**config.mk**
```make
export PLATFORM = sky130hd
export DESIGN_NAME = serial_sub
export DESIGN_NICKNAME = d
export VERILOG_FILES = /design/src/rtl/serial_arith_pkg.sv /design/src/rtl/full_sub.sv /design/src/rtl/serial_sub.sv
export SDC_FILE = /design/constraint.sdc
export NUM_CORES = 1
export LEC_CHECK = 0
export CAP_MARGIN = 20
export CORE_ASPECT_RATIO = 0.75
export CORE_MARGIN = 3
export CORE_UTILIZATION = 48
export CTS_CLUSTER_DIAMETER = 150
export CTS_CLUSTER_SIZE = 14
export DETAILED_ROUTE_END_ITERATION = 8
export GPL_TIMING_DRIVEN = 1
export MAX_ROUTING_LAYER = met4
export PLACE_DENSITY = 0.88
export SYNTH_ARGS = -nofsm -noshare
export SYNTH_HDL_FRONTEND = slang
export SYNTH_SLANG_ARGS = --single-unit
```
**constraint.sdc**
```tcl
create_clock -name clk -period 2.1 [get_ports clk]
set_input_delay 0.42 -clock clk [delete_from_list [all_inputs] [get_ports clk]]
set_output_delay 0.42 -clock clk [all_outputs]
set_load 0.005 [all_outputs]
```
**src/rtl/serial_arith_pkg.sv**
```systemverilog
// Shared definitions for the bit-serial arithmetic blocks.
//   state_t   : IDLE / SHIFT / DONE controller states
//   DEF_WIDTH : default operand width
//   sub_bit   : one-bit full subtractor, returns {borrow_out, difference}
package serial_arith_pkg;

    localparam int unsigned DEF_WIDTH = 4;

    typedef enum logic [1:0] {
        IDLE  = 2'd0,
        SHIFT = 2'd1,
        DONE  = 2'd2
    } state_t;

    function automatic logic [1:0] sub_bit(input logic a, input logic b, input logic bi);
        logic dif;
        logic bor;
        dif = a ^ b ^ bi;
        bor = (~a & b) | (~(a ^ b) & bi);
        return {bor, dif};
    endfunction

endpackage

```
**src/rtl/full_sub.sv**
```systemverilog
// One-bit full subtractor: d = a - b - bi, bo = borrow out.
//   d  : difference bit
//   bo : borrow out
//   bi : borrow in
//   a  : minuend bit
//   b  : subtrahend bit
module full_sub
    import serial_arith_pkg::*;
(
    output logic d,
    output logic bo,
    input  logic bi,
    input  logic a,
    input  logic b
);

    assign {bo, d} = sub_bit(a, b, bi);

endmodule

```
**src/rtl/serial_sub.sv**
```systemverilog
// Bit-serial subtractor: D = A - B - Bin, one bit per clock, with a borrow
// flop instead of a borrow chain. Valid/ready handshake on both sides.
//   clk, rst_n          : clock, asynchronous active-low reset
//   in_valid / in_ready : operand handshake (in_ready high only in IDLE)
//   a, b, bin           : minuend, subtrahend, borrow-in
//   out_valid/out_ready : result handshake (out_valid high only in DONE)
//   d, bout, ovf        : difference, unsigned borrow-out, signed overflow
//   busy                : high while bits are being resolved
module serial_sub
    import serial_arith_pkg::*;
#(
    parameter int unsigned WIDTH = DEF_WIDTH
) (
    input  logic             clk,
    input  logic             rst_n,
    input  logic             in_valid,
    output logic             in_ready,
    input  logic [WIDTH-1:0] a,
    input  logic [WIDTH-1:0] b,
    input  logic             bin,
    output logic             out_valid,
    input  logic             out_ready,
    output logic [WIDTH-1:0] d,
    output logic             bout,
    output logic             ovf,
    output logic             busy
);

    localparam int unsigned CW = (WIDTH > 1) ? $clog2(WIDTH) : 1;
    localparam logic [CW-1:0] CNT_LAST = CW'(WIDTH - 1);
    localparam logic [CW-1:0] CNT_PEN  = CW'(WIDTH - 2);

    state_t          state;
    logic [WIDTH-1:0] ra;
    logic [WIDTH-1:0] rb;
    logic [CW-1:0]    cnt;
    logic             br;
    logic             bmsb;
    logic             bit_d;
    logic             bit_bo;

    full_sub u_bit (
        .d  (bit_d),
        .bo (bit_bo),
        .bi (br),
        .a  (ra[cnt]),
        .b  (rb[cnt])
    );

    assign in_ready  = (state == IDLE);
    assign busy      = (state == SHIFT);
    assign out_valid = (state == DONE);

    always_ff @(posedge clk or negedge rst_n) begin
        if (!rst_n) begin
            state <= IDLE;
            ra    <= '0;
            rb    <= '0;
            cnt   <= '0;
            br    <= 1'b0;
            bmsb  <= 1'b0;
            d     <= '0;
            bout  <= 1'b0;
            ovf   <= 1'b0;
        end else begin
            case (state)
                IDLE: begin
                    if (in_valid) begin
                        ra    <= a;
                        rb    <= b;
                        br    <= bin;
                        cnt   <= '0;
                        bmsb  <= 1'b0;
                        d     <= '0;
                        bout  <= 1'b0;
                        ovf   <= 1'b0;
                        state <= SHIFT;
                    end
                end
                SHIFT: begin
                    d[cnt] <= bit_d;
                    br     <= bit_bo;
                    // Borrow into the MSB, needed for the signed overflow flag.
                    if (cnt == CNT_PEN) begin
                        bmsb <= bit_bo;
                    end
                    if (cnt == CNT_LAST) begin
                        bout  <= bit_bo;
                        ovf   <= bmsb ^ bit_bo;
                        state <= DONE;
                    end else begin
                        cnt <= cnt + CW'(1);
                    end
                end
                DONE: begin
                    if (out_ready) begin
                        state <= IDLE;
                    end
                end
                default: state <= IDLE;
            endcase
        end
    end

endmodule

```
==> metrics.cfg <==
[global_route]
grt_max_degree = 21
grtUsageMet3_pct = 6.41
grt_overflow = 0
grt-busiest-layer = met2
grt_antenna_before_repair = 0
globalRouteMet1Util_pct = 20.6
grt_pass1_wl_um = 3150
grt_util_met2_pct = 27.9
first_global_vias = 660
grt_usage_pct = 17.4

[sta]
fin_tns_setup_ns = 0
slew_headroom_pct = 65.2
rsz0062_at_grt = no
finalWorstSetupSlack_ns = 0.0682
skew_ns = 0.00747
layout_min_cycle_time_ns = 2.03
fin_crit_sh_pct = 96.8
timing.fmax_ghz = 0.492
slew_violations = 0
hold_violations = 0
tightest_slew_ns = 0.521
final-setup-viol-count = 0

[synth]
synth-seq-cells = 20
syn-num-nets = 88
synth_top_area_share_pct = 52.5
yosys.area_share.simple_pct = 8.92
yosysWarningCount = 0
synth_top_family_by_area = multiplexers
syn_avg_cell_area_um2 = 13.6
async_flop_share_pct = 100
synth_xor_area_share_pct = 0.919
netlist_area_um2 = 953
yosysSeqAreaShare_pct = 52.5
synth_adder_area_share_pct = 7.35
syn_inst = 70
yosys.cell_types.count = 23
synth_mux_area_share_pct = 14.2
synth_top_flop_cell = dfrtp_1
synth_compound_area_share_pct = 12.2
synth_top_cells_by_area = dfrtp_1, mux2_2, ha_1
yosysTopAreaCell = dfrtp_1
synth_edf_count = 0

[power_and_ir_drop]
power_density_mw_per_mm2 = 1550
clock_power_share_pct = 9.5
p_switching_w = 0.000694
seqPwrFrac_pct = 37.5
cell_internal_pwr_w = 0.00119
power_leakage_nw = 0.521
p_sw_share_pct = 36.7
p_comb_share_pct = 52.9
ir_drop_uv = 865

[worst_setup_path]
cp.required_ns = 1.68
regToRegSetupSlack_ns = 0.17
crit_chain = or2b_2 > inv_1 > clkdlybuf4s50_1
slowest_stage = clkdlybuf4s50_1
critPathLaunchType = flip-flop
crit_type = flip-flop to primary output
crit_buf_inv = 2
cp.arrival_ns = 1.61
cp-end-kind = primary output
rr_endpoint = br
critPathTopFamily = buffers and inverters
crit_path_max_fanout = 5
reg2regPathDepth = 3
worstReg2RegStart = cnt[0]
crit_path_max_incr_delay_ns = 0.48

[route]
dr.pass1.iters = 6
drt.antenna.violating_nets = 0
drtIter0Drc = 28
drc = 0
wl_per_cell_um = 15.6
viasPerCell = 5.39
route.vias.total = 631
routed_wirelength_um = 1820

[final_layout]
final_nets = 115
multiInputGateArea_um2 = 415
seqCellArea_um2 = 502
area_growth_pct = 27.4
final_layout_size_suffix_gt1_share_pct = 24.2
final_cell_mix = clkdlybuf4s50_1, dfrtp_1, mux2_2
antennaDiodeCount = 0
mostFrequentLayoutCell = clkdlybuf4s50_1
fill_cells = 133

[run]
drv_cap = 0

[clocking]
clk_pin_slew_worst_paths_ns = 0.11
cts_resized = 0
cts_tree = done
cts_hold_buf = 0
h-tree-depth = 1
worstSkewPairLatency_ns = 0.30
cts_buffers = 3
cts_root_buf = clkbuf_4
post_cts_buffers = 0
cts.sinks = 20
clockBufferDepth = 2

[floorplan]
ios = 22
dieArea_mm2 = 0.00256
start_util_pct = 52.8
row_count = 13
dieHeight_um = 44.6
core_mm2 = 0.00181
die_w_um = 57.5

[placement]
place.gp.congestion = 0.765
port_buffers = 21
dp_slack_ns = 0.162
detailed_place_hpwl_um = 1400

[hold_path]
min_path_type = input pin to asynchronous set/reset pin

[run_status]
status = finished clean

## kinds of logic after synthesis
family,after synthesis
adders and majority gates,5
muxes,10
xor gates and xnor gates,1
AOI/OAI and AO/OA,15
DFF,20
and+or+nand+nor,13
buffers and inverters,6
## area by class of cell
type | instances | share of cell area, %
clock buffer | 3 | 1.85
timing repair buffer | 24 | 19.2
inverter | 4 | 1.24
multi-input combinational | 44 | 34.2
sequential | 20 | 41.3
tap | 22 | 2.27
## worst max path at each step
stage,startpoint,depth (start not counted),endpoint
after detailed placement,cnt[0],3,br
after global routing,state[0],3,out_valid
after CTS,state[1],3,out_valid
after global placement,cnt[0],3,br
final,state[0],3,out_valid
after floorplan,cnt[0],3,br
## per-stage QoR
stage               area [um^2]  hold WS [ns]  instances  utilization (%)  total power, W
floorplan                   953         0.124         70                -         0.00138
global placement           1190         0.478        114             66.0         0.00167
detailed placement         1190         0.473        114             66.0         0.00172
CTS                        1210         0.436        117             67.2         0.00191
global route               1210         0.447        117             67.3         0.00205
finish                     1210         0.435        117             67.3         0.00189
## metal layers
| metal | vias to the layer above | wire [um] |
|---|---|---|
| met3 | 2 | 129 |
| met5 | - | 0 |
| met1 | 303 | 824 |
| met2 | 21 | 853 |
| met4 | 0 | 17 |
| li1 | 305 | - |
## state kept, by name, indices dropped and copies added, names as in the netlist
register	cells
bout	1
bmsb	1
state	2
cnt	2
ra	4
ovf	1
br	1
d	4
rb	4
## worst reg2reg max path, stage by stage, from the launching register on
cell     delay (ns)
dfrtp_1        0.47
mux4_2         0.54
fa_1           0.45
a221o_2        0.37
## power by group through the flow
| stage | clock network, W | logic, W | registers [W] |
|---|---|---|---|
| floorplan | 0 | 0.000698 | 0.000685 |
| global placement | 0 | 0.000963 | 0.000711 |
| detailed placement | 0 | 0.00100 | 0.000720 |
| CTS | 0.000191 | 0.00101 | 0.000712 |
| global route | 0.000205 | 0.00110 | 0.000741 |
| finish | 0.000180 | 0.00100 | 0.000709 |
## synthesized netlist by cell type, types with 2 or more instances
cell and count:
ha_1 4, nand2_1 5, a32o_1 2, nor3b_1 2, o21ai_0 2, o2bb2ai_1 5
dfrtp_1 20, inv_1 4, buf_6 2, mux4_2 2, a21oi_1 3, mux2_2 8
Note: power is estimated with default switching activity, not from simulation.
